**config.mk**
```make
export PLATFORM = sky130hd
export DESIGN_NAME = phy_link_ctrl
export DESIGN_NICKNAME = d
export VERILOG_FILES = /design/src/rtl/phy_link_ctrl.sv
export SDC_FILE = /design/constraint.sdc
export NUM_CORES = 1
export LEC_CHECK = 0
export ABC_AREA = 1
export CORE_UTILIZATION = 35
export CTS_BUF_LIST = sky130_fd_sc_hd__clkbuf_8
export CTS_CLUSTER_SIZE = 25
export DETAILED_ROUTE_END_ITERATION = 10
export PLACE_DENSITY_LB_ADDON = 0.12
export SETUP_SLACK_MARGIN = 0.15
export SLEW_MARGIN = 25
export SYNTH_ARGS = -nofsm -noshare
export SYNTH_HDL_FRONTEND = slang
export SYNTH_SLANG_ARGS = --single-unit
```
**constraint.sdc**
```tcl
create_clock -name clk_f -period 1.9 [get_ports clk_f]
set_input_delay 0.38 -clock clk_f [delete_from_list [all_inputs] [get_ports clk_f]]
set_output_delay 0.38 -clock clk_f [all_outputs]
set_load 0.03 [all_outputs]
```
**src/rtl/phy_link_ctrl.sv**
```systemverilog
// -----------------------------------------------------------------------------
// phy_link_ctrl
//   Link-training and routing controller for the 4-lane phy.
//   After reset it forces the transmitter into sync-symbol transmission for
//   SYNC_CYCLES cycles, then waits (bounded by LOCK_TIMEOUT) for the receiver
//   to report lock. Once ACTIVE, lanes are routed to the transmitter, or to the
//   recirculator after IDLE_CYCLES idle cycles. Loss of lock, lock timeout and,
//   optionally, ERR_LIMIT consecutive receive errors trigger retraining.
//   Each retrain bumps a saturating 4-bit counter.
//
//   Optional feature macro: PHY_LINK_ERR_EN (receive-error retraining).
//
// Ports:
//   clk_f           in   block clock
//   reset           in   synchronous active-high reset
//   valid_in0..3_tx in   lane valids from the data source
//   rx_active       in   receiver lock indication
//   rx_err          in   receiver invalid-symbol flag (used with PHY_LINK_ERR_EN)
//   tx_sync_en      out  transmitter sends the sync symbol
//   route_tx        out  1: lanes to transmitter, 0: lanes to recirculator
//   lane_en[3:0]    out  per-lane transmit enable
//   link_state[1:0] out  0 RESET, 1 SYNC, 2 WAIT_LOCK, 3 ACTIVE
//   retrain_cnt[3:0]out  saturating retrain count
// -----------------------------------------------------------------------------
module phy_link_ctrl #(
    parameter int unsigned SYNC_CYCLES  = 4,
    parameter int unsigned LOCK_TIMEOUT = 16,
    parameter int unsigned IDLE_CYCLES  = 8,
    parameter int unsigned ERR_LIMIT    = 3
) (
    input  logic       clk_f,
    input  logic       reset,
    input  logic       valid_in0_tx,
    input  logic       valid_in1_tx,
    input  logic       valid_in2_tx,
    input  logic       valid_in3_tx,
    input  logic       rx_active,
    input  logic       rx_err,
    output logic       tx_sync_en,
    output logic       route_tx,
    output logic [3:0] lane_en,
    output logic [1:0] link_state,
    output logic [3:0] retrain_cnt
);

    typedef enum logic [1:0] {
        ST_RESET     = 2'd0,
        ST_SYNC      = 2'd1,
        ST_WAIT_LOCK = 2'd2,
        ST_ACTIVE    = 2'd3
    } state_t;

    localparam int unsigned SYNC_W = $clog2(SYNC_CYCLES + 1);
    localparam int unsigned TMR_W  = $clog2(LOCK_TIMEOUT + 1);
    localparam int unsigned IDLE_W = $clog2(IDLE_CYCLES + 1);

    localparam logic [SYNC_W-1:0] SYNC_LAST = SYNC_W'(SYNC_CYCLES - 1);
    localparam logic [TMR_W-1:0]  TMR_LAST  = TMR_W'(LOCK_TIMEOUT - 1);
    localparam logic [IDLE_W-1:0] IDLE_MAX  = IDLE_W'(IDLE_CYCLES);

    state_t              state, state_n;
    logic [SYNC_W-1:0]   sync_cnt, sync_n;
    logic [TMR_W-1:0]    timer, timer_n;
    logic [IDLE_W-1:0]   idle_cnt, idle_n;
    logic                idle_flag, idle_flag_n;
    logic                retrain;
    logic                any_valid;
    logic                tx_sync_n, route_n;
    logic [3:0]          lane_en_n;
    logic [3:0]          retrain_cnt_n;

`ifdef PHY_LINK_ERR_EN
    localparam int unsigned ERR_W   = $clog2(ERR_LIMIT + 1);
    localparam logic [ERR_W-1:0] ERR_MAX = ERR_W'(ERR_LIMIT);
    logic [ERR_W-1:0]    err_cnt, err_n;
`else
    localparam int unsigned unused_err_limit = ERR_LIMIT;
    logic unused_rx_err;
    assign unused_rx_err = rx_err;
`endif

    assign any_valid  = valid_in0_tx | valid_in1_tx | valid_in2_tx | valid_in3_tx;
    assign link_state = state;

    always_ff @(posedge clk_f) begin
        if (reset) begin
            state       <= ST_RESET;
            sync_cnt    <= '0;
            timer       <= '0;
            idle_cnt    <= '0;
            idle_flag   <= 1'b0;
            tx_sync_en  <= 1'b0;
            route_tx    <= 1'b0;
            lane_en     <= '0;
            retrain_cnt <= '0;
`ifdef PHY_LINK_ERR_EN
            err_cnt     <= '0;
`endif
        end else begin
            state       <= state_n;
            sync_cnt    <= sync_n;
            timer       <= timer_n;
            idle_cnt    <= idle_n;
            idle_flag   <= idle_flag_n;
            tx_sync_en  <= tx_sync_n;
            route_tx    <= route_n;
            lane_en     <= lane_en_n;
            retrain_cnt <= retrain_cnt_n;
`ifdef PHY_LINK_ERR_EN
            err_cnt     <= err_n;
`endif
        end
    end

    always_comb begin
        state_n     = state;
        sync_n      = sync_cnt;
        timer_n     = timer;
        idle_n      = idle_cnt;
        idle_flag_n = idle_flag;
        retrain     = 1'b0;
`ifdef PHY_LINK_ERR_EN
        err_n       = err_cnt;
`endif

        case (state)
            ST_RESET: begin
                state_n = ST_SYNC;
            end
            ST_SYNC: begin
                if (sync_cnt == SYNC_LAST) begin
                    state_n = ST_WAIT_LOCK;
                end else begin
                    sync_n = sync_cnt + 1'b1;
                end
            end
            ST_WAIT_LOCK: begin
                // Lock seen on the timeout cycle still wins.
                if (rx_active) begin
                    state_n = ST_ACTIVE;
                end else if (timer == TMR_LAST) begin
                    state_n = ST_SYNC;
                    retrain = 1'b1;
                end else begin
                    timer_n = timer + 1'b1;
                end
            end
            ST_ACTIVE: begin
                if (any_valid) begin
                    idle_n = '0;
                end else if (idle_cnt != IDLE_MAX) begin
                    idle_n = idle_cnt + 1'b1;
                end
                // The flag is released one edge after a valid: a zero count
                // here means the previous edge saw a valid.
                if (idle_n == IDLE_MAX) begin
                    idle_flag_n = 1'b1;
                end else if (idle_cnt == '0) begin
                    idle_flag_n = 1'b0;
                end
`ifdef PHY_LINK_ERR_EN
                if (!rx_err) begin
                    err_n = '0;
                end else if (err_cnt != ERR_MAX) begin
                    err_n = err_cnt + 1'b1;
                end
`endif
                if (!rx_active) begin
                    state_n = ST_SYNC;
                    retrain = 1'b1;
`ifdef PHY_LINK_ERR_EN
                end else if (err_n == ERR_MAX) begin
                    state_n = ST_SYNC;
                    retrain = 1'b1;
`endif
                end
            end
            default: begin
                state_n = ST_RESET;
            end
        endcase

        // Every state entry starts all counters afresh.
        if (state_n != state) begin
            sync_n      = '0;
            timer_n     = '0;
            idle_n      = '0;
            idle_flag_n = 1'b0;
`ifdef PHY_LINK_ERR_EN
            err_n       = '0;
`endif
        end

        tx_sync_n = (state_n == ST_SYNC) || (state_n == ST_WAIT_LOCK);
        lane_en_n = (state_n == ST_ACTIVE) ? 4'hF : 4'h0;
        route_n   = (state_n == ST_ACTIVE) && !idle_flag_n;

        retrain_cnt_n = (retrain && (retrain_cnt != 4'hF)) ? retrain_cnt + 4'd1
                                                            : retrain_cnt;
    end

endmodule

```
======== After elaboration in Yosys (flattened, before gate mapping) ========
Index checks and enable logic that the tools add are counted.
operators by class
  equal/unequal tests ..................... 12
  reduce and logical (&&, ||, !) cells .... 9
  $add $sub $neg .......................... 4
  muxes and demuxes ....................... 17
  bitwise gates (word level) .............. 6
operator list
  kind                   count
  $mux W4                4
  $add A4 B1 Y4 const B  2
  $eq A2 B2 Y1 const B   4
  $mux W2                4
  $ne A4 B4 Y1 const B   2
  $pmux W2 S4            1
  $mux W1                7
  $add A5 B1 Y5 const B  1
  $eq A5 B4 Y1 const B   1
  $eq A2 B1 Y1 const B   2
  $eq A4 B4 Y1 const B   1
  $logic_not A4 Y1       1
  $add A3 B1 Y3 const B  1
  $eq A3 B2 Y1 const B   1
  $not A1 Y1             3
  $or A1 B1 Y1           3
  $reduce_and A3 Y1      1
  $logic_and A1 B1 Y1    2
  $logic_not A2 Y1       1
  $ne A2 B2 Y1           1
  $pmux W1 S2            1
  $reduce_and A2 Y1      1
  $reduce_or A2 Y1       1
  $logic_not A1 Y1       1
  $logic_or A1 B1 Y1     1
storage, ports and cells
  bits in registers ....................... 25
  output and inout bits ................... 12
  bits of input ports ..................... 8

======== Longest topological paths before layout ========
Gate-level depths: netlist (run 1).
  depth after elaboration ................. 11
  gate-level depth with buffers ........... 13
  gate-level depth less buffers ........... 13

======== Worst setup path before layout (run 1) ========
OpenSTA, ideal clock, no wires.
  path kind ............................... register to register
  start point ............................. register timer[0]
  end point ............................... register tx_sync_en
  path slack .............................. 206 ps
  stages on the path, launching flop included .. 12
  buffers on the path ..................... 0
  arrival time ............................ 1585 ps
  cell sequence ........................... dfxtp_1 -> ha_1 -> nand2_1 -> nor2_1 -> ha_1 -> nor2_2 -> a211o_1 -> o21ai_0 -> inv_1 -> ha_1 -> inv_1 -> nor2_1
between the ends
  cells in the longest elaborated chain, start to end .. 6
  elaborated cells on any way between the ends .. 7
RTL lines
  item                                          line  text
  start, declared                               63    logic [TMR_W-1:0] timer, timer_n;
  start signal, assigned                        102   timer <= timer_n;
  $eq A5 B4 Y1 (*)                              141   end else if (timer == TMR_LAST) begin
  $mux W2 (*)                                   141
  $mux W2 (*)                                   139   if (rx_active) begin
  $pmux W2 S4 (*)                               126   case (state)
  via state_n[1]                                61    state_t state, state_n;
  $eq A2 B1 Y1 or $eq A2 B2 Y1 (tied branches)  194   tx_sync_n = (state_n == ST_SYNC) || (state_n == ST_WAIT_LOCK);
  $logic_or A1 B1 Y1 (*)                        194
  via tx_sync_n                                 68    logic tx_sync_n, route_n;
  end signal, assigned                          105   tx_sync_en <= tx_sync_n;
  end, declared                                 39    output logic tx_sync_en,
Mark *: on every way through the listed nets, which the timed path passes. The rest lies on a longest branch.
A chain may end at the register's enable or synchronous reset.

======== Final worst setup path (run 1) ========
Ends and elaborated chain as after synthesis.

==> flow_summary_export.csv, run 1 <==
group,metric,value,unit
run_status,status,"completed",
timing,hold_ws,0.472,ns
clocking,clk_pin_slew,0.08,ns
worst_setup_path,crit_path_max_fanout,3,
worst_setup_path,critPathLaunch,"timer[0]",
pwr,p_leak,0.649,nW
cells_and_area,final_nets,187,
route,post_drt_wl_per_cell,9.89,um
timing,drv_slew,0,
global_routing,grt_pass1_vias,900,
timing,rsz0062_at_grt,"yes",
global_routing,grt_max_degree,14,
global_routing,antenna_found_initial,0,
timing,fin_crit_sh,0.913,
synthesis,synthDistinctLibCells,23,
placement,io_buffers,18,
global_routing,grt_busiest_layer,"met2",
die,die_h,58.5,um
route,detail_route.first_pass.iterations,4,
cells_and_area,design_area,1480,um^2
cells_and_area,regArea,443,um^2
cells_and_area,multi_input_area,607,um^2
placement,dp.cells,208,
synthesis,synth.area.top_cells,"dfxtp_1, ha_1, nand2_1",
clocking,cts_max_level,1,
worst_setup_path,cp-end-kind,"register",
global_routing,track_usage,0.136,
timing,period_minus_slack,1.74,ns
route,viasPerCell,4.48,
synthesis,yosys_warnings,0,
cells_and_area,stdcell_count,214,
synthesis,synth_enable_flop_cells,0,
route,final_antenna_net_count,0,
synthesis,yosys.area.top_type,"dfxtp_1",
timing,setup_tns,0,ns
synthesis,syn_avg_cell_area,7.59,um^2
synthesis,yosysMostFrequentCell,"nand2_1",
pwr,finalPower,1.07,mW
clocking,clk_latency,0.26,ns
global_routing,grt_util_met3,0.0132,
route,dr_total_vias,959,
route,drcViolationCount,0,
global_routing,grt_pass1_wl,3620,um
clocking,clock_tree.buffer_depth,2,
synthesis,synthCells,147,
global_routing,grt_util_met2,0.233,
clocking,numCtsBuffers,3,
timing,finalSetupViolations,0,
worst_setup_path,cp_common_cell,"inv_1",
die,dieArea,3420,um^2
timing,clock_skew,0.00888,ns
min_path,hold_path_class,"reg -> reg",
clocking,clkSinkCount,22,
die,core-area,3030,um^2
timing,max_slew.worst_pin.slew,0.314,ns
worst_setup_path,path_class,"reg -> reg",
placement,dp_hpwl,1610,um
synthesis,synth_flop_cell,"dfxtp_1",
die,fp.dieW,58.5,um
synthesis,ys_ff_latch,22,
clocking,tritoncts,"built",
timing,fmax,576,MHz
cells_and_area,n_antenna_cell,0,
worst_setup_path,path_cells,"ha_4 > nand2_2 > nor2_2 > ha_2 > nor2_4 > a211o_1 > o21ai_2 > inv_1 > ha_1 > inv_1 > nor2_1",
cells_and_area,drive_gt1_frac,0.188,
synthesis,async_reset_ff_frac,0,
clocking,cts_hold_buf,0,
timing,finalHoldViolCount,0,
worst_setup_path,reg2reg_from,"timer[0]",
cells_and_area,fillers,312,
die,io_pins,20,
route,wirelength,2120,um
die,row_count,20,
pwr,power_density,724,nW/um^2
flow_run,cap_violations,0,
placement,globalplace.congestion,0.754,
route,drt-initial-drc-count,27,
pwr,vdd.ir_drop.worst,317,uV
timing,layout_setup_ws,0.164,ns
cells_and_area,area_delta_synth_final,32.8,%
synthesis,yosysSeqAreaShare,0.395,
synthesis,synth_area,1120,um^2
min_path,hp-start,"timer[4]",
worst_setup_path,slowest_delay,0.37,ns
worst_setup_path,crit_slowest_cell,"dfxtp_2",
global_routing,grt-ovfl-total,0,
die,start_util,0.369,
synthesis,synth_fp_nets,163,
placement,placed_cell_area,1340,um^2
cells_and_area,utilization,0.490,
worst_setup_path,startpoint_type,"register",
clocking,cts_root_buf,"clkbuf_8",
synthesis,synth_common_cells,"nand2_1, dfxtp_1, inv_1",
worst_setup_path,arrival,1.89,ns
placement,place_ws,0.0800,ns
synthesis,synth_top_area_share,0.395,
worst_setup_path,cp_data_required_time,2.05,ns
timing,relSlewSlack,0.790,
global_routing,met1_usage,0.168,
## final cells by class
cell class,count,area share
Inverter,22,0.0557
Multi-Input combinational cell,99,0.409
Tap cell,44,0.0371
Sequential cell,22,0.299
Clock inverter,1,0.0203
Timing Repair Buffer,23,0.151
Clock buffer,3,0.0278
## power by group
group          total, mW  internal, mW  leakage (nW)  switching, mW
Clock              0.433         0.281        0.0357          0.152
Combinational      0.153        0.0649         0.433         0.0879
Sequential         0.488         0.475         0.180         0.0131
Total               1.07         0.821         0.649          0.253
## repair_timing
| item | 4_1_cts | 5_1_grt |
|---|---|---|
| pin swaps | 0 | 4 |
| setup buffers | 2 | 0 |
| endpoints found under the setup margin | 14 | 19 |
| resized for setup | 7 | 14 |
## per-layer routing
metal  up-vias  wire length, um  part of all wire
met4         0               17            0.0080
met1       428             1070              0.50
li1        512                -                 -
met2        17              960              0.45
met3         2               73             0.034
met5         -                0                 0
## placed cells by master, fill, tap and decap left out, types with 3 or more instances in the layout
cell type	netlist	routed
a21oi_2	4	5
nor3_1	3	3
nand2_2	2	3
xor2_1	3	3
nand2_1	23	21
nor2_2	3	3
o21ai_0	8	7
clkbuf_8	0	3
nand3_1	9	9
a21oi_1	6	5
dfxtp_1	22	20
buf_4	3	4
nor2_1	19	17
ha_1	8	6
nand4_1	3	3
clkdlybuf4s50_1	0	14
inv_1	22	21
## kinds of logic after synthesis
| group | share of synthesized area |
|---|---|
| xor gates and xnor gates | 0.0235 |
| AOI/OAI and AO/OA | 0.124 |
| buffers and inverters | 0.104 |
| DFF | 0.395 |
| and+or+nand+nor | 0.263 |
| adders and majority gates | 0.0897 |
## state kept, by name (all words and copies together), names as in the netlist
signal,flops
sync_cnt,3
lane_en,1
idle_flag,1
retrain_cnt,4
timer,5
route_tx,1
tx_sync_en,1
idle_cnt,4
link_state,2
## critical path: cells and delay by family (launching register included)
kind                     cells  cell delay, ns
AND/OR/NAND/NOR              4            0.24
AO/OA/AOI/OAI                2            0.31
flip-flops                   1            0.37
buffers and inverters        2            0.10
adder cells (fa/ha/maj)      3            0.60
## final timing paths
kind,to,slack (ns),cells past startpoint
worst max register to register,tx_sync_en,0.16,11
worst min register to register,timer[4],0.47,2
worst min-delay path,timer[4],0.47,2
worst max-delay path,tx_sync_en,0.16,11
(Power assumes the default switching activity.)
==> run 2: changes to the inputs <==
- CTS_CLUSTER_DIAMETER: unset -> 200
- clock period: 1.9 -> 2.2 ns (I/O delays scaled with it)
==> run 2 against run 1 <==
Global-route usage decreased by 0.21 points. Combinational power decreased by 16%. Clock skew decreased by 0.0076 ns. Setup slack improved by 0.20 ns. Non-clock buffer count decreased by 1. Largest cell class unchanged.
==> flow_summary_export.csv, run 2 (synthesis results as in run 1) <==
group,metric,value,unit
pwr,p_leak,0.590,nW
timing,rsz0062_at_grt,"no",
pwr,seqPwrFrac,0.503,
global_routing,grt-ovfl-total,0,
worst_setup_path,cp_data_required_time,2.35,ns
worst_setup_path,arrival,1.99,ns
cells_and_area,final_common_cell,"nand2_1",
clocking,cts_max_level,1,
worst_setup_path,cp_common_cell,"ha_1",
clocking,clock_tree.buffer_depth,2,
timing,fin_crit_sh,0.836,
global_routing,grt_pass1_wl,3530,um
die,fp.dieW,58.5,um
cells_and_area,final_cell_mix,"nand2_1, inv_1, dfxtp_1, nor2_1, clkdlybuf4s50_1",
min_path,holdPathEnd,"timer[4]",
route,detail_route.first_pass.iterations,4,
worst_setup_path,reg2reg_from,"timer[0]",
timing,clock_skew,0.00123,ns
clocking,clk_latency,0.26,ns
die,dieArea,3420,um^2
worst_setup_path,crit_slowest_cell,"dfxtp_1",
cells_and_area,design_area,1410,um^2
global_routing,track_usage,0.134,
pwr,vdd.ir_drop.worst,294,uV
cells_and_area,drive_gt1_frac,0.118,
min_path,hp-start,"timer[4]",
timing,fmax,543,MHz
timing,relSlewSlack,0.790,
timing,max_slew.worst_pin.slew,0.314,ns
die,io_pins,20,
die,row_count,20,
timing,setup_tns,0,ns
die,start_util,0.369,
worst_setup_path,cp-end-kind,"register",
timing,period_minus_slack,1.84,ns
route,dr_total_vias,966,
pwr,p_clk_frac,0.343,
worst_setup_path,slowest_delay,0.37,ns
global_routing,grt_pass1_vias,874,
placement,placed_cell_area,1320,um^2
worst_setup_path,worst-r2r-cell-count,11,
cells_and_area,stdcell_count,213,
clocking,cts_hold_buf,0,
cells_and_area,fillers,309,
timing,finalHoldViolCount,0,
timing,drv_slew,0,
route,final_antenna_net_count,0,
route,viasPerCell,4.54,
global_routing,antenna_found_initial,0,
worst_setup_path,rrSetupSlack,0.36,ns
worst_setup_path,path_cells,"ha_1 > nand2_1 > nor2_1 > ha_1 > nor2_2 > a211o_1 > o21ai_0 > inv_1 > ha_1 > inv_1 > nor2_1",
timing,layout_setup_ws,0.360,ns
clocking,clk_pin_slew,0.08,ns
clocking,cts_root_buf,"clkbuf_8",
cells_and_area,largest-register,"timer",
worst_setup_path,rr_endpoint,"tx_sync_en",
pwr,p_int,625,uW
placement,place_ws,0.194,ns
global_routing,grt_max_degree,13,
worst_setup_path,path_class,"reg -> reg",
pwr,switching_share,0.251,
run_status,status,"completed",
worst_setup_path,crit_path_max_fanout,3,
cells_and_area,area_delta_synth_final,26.1,%
cells_and_area,top_regs,"timer x5, idle_cnt x4, retrain_cnt x4",
cells_and_area,final_nets,186,
min_path,hold_path_class,"reg -> reg",
pwr,combPwrFrac,0.155,
pwr,finalPower,835,uW
pwr,switchingPower,210,uW
cells_and_area,largest_register_ffs,5,
placement,dp.cells,205,
route,wirelength,2010,um
pwr,power_density,593,nW/um^2
clocking,tritoncts,"built",
die,die_h,58.5,um
flow_run,cap_violations,0,
route,post_drt_wl_per_cell,9.44,um
clocking,clkSinkCount,22,
placement,dp_hpwl,1530,um
placement,io_buffers,18,
route,drcViolationCount,0,
worst_setup_path,startpoint_type,"register",
cells_and_area,n_antenna_cell,0,
placement,globalplace.congestion,0.753,
clocking,numCtsBuffers,3,
min_path,hold_depth,2,
timing,finalSetupViolations,0,
die,core-area,3030,um^2
timing,hold_ws,0.467,ns
route,drt-initial-drc-count,20,
cells_and_area,utilization,0.465,
[run 2: worst max-delay path, delay by kind of cell, from the launching register on]
family	cells	cell delay, ns
simple gates	4	0.24
buf+inv	2	0.12
fa+ha+maj	3	0.63
compound gates	2	0.36
flops	1	0.37
[run 2: area by class of cell]
cell class,instances,area [um^2],area share
Tap cell,44,55.1,0.0391
Timing Repair Buffer,22,210,0.149
Clock buffer,4,55.1,0.0391
Multi-Input combinational cell,99,564,0.401
Inverter,22,82.6,0.0587
Sequential cell,22,440,0.313
[run 2: what timing repair did]
item / in CTS / in global routing
endpoints found under the hold margin: 0 / 0
gates resized for setup: 0 / 1
setup endpoints to repair: 0 / 2
buffers inserted: 0 / 4
[run 2: worst max-delay path by stage]
stage                  endpoint  cells after the start      start
global route           timer[3]                     13   timer[0]
floorplan            tx_sync_en                     11   timer[0]
CTS                 idle_cnt[0]                     13   timer[0]
detailed placement  idle_cnt[0]                     10  rx_active
global placement    idle_cnt[0]                     10  rx_active
finish               tx_sync_en                     11   timer[0]
[run 2: metal layers]
layer	vias to the layer above	routed length (um)	track usage
li1	511	-	-
met4	0	44	0.0816
met1	428	1040	0.164
met3	4	70	0.0198
met2	23	857	0.222
met5	-	0	0
[run 2: power groups by stage]
stage          Sequential (mW)  Clock (mW)  Combinational, mW
2_1_floorplan            0.445           0             0.0649
3_3_place_gp             0.429           0              0.120
3_5_place_dp             0.429           0              0.121
4_1_cts                  0.420       0.294              0.122
5_1_grt                  0.422       0.313              0.142
6_report                 0.420       0.286              0.129
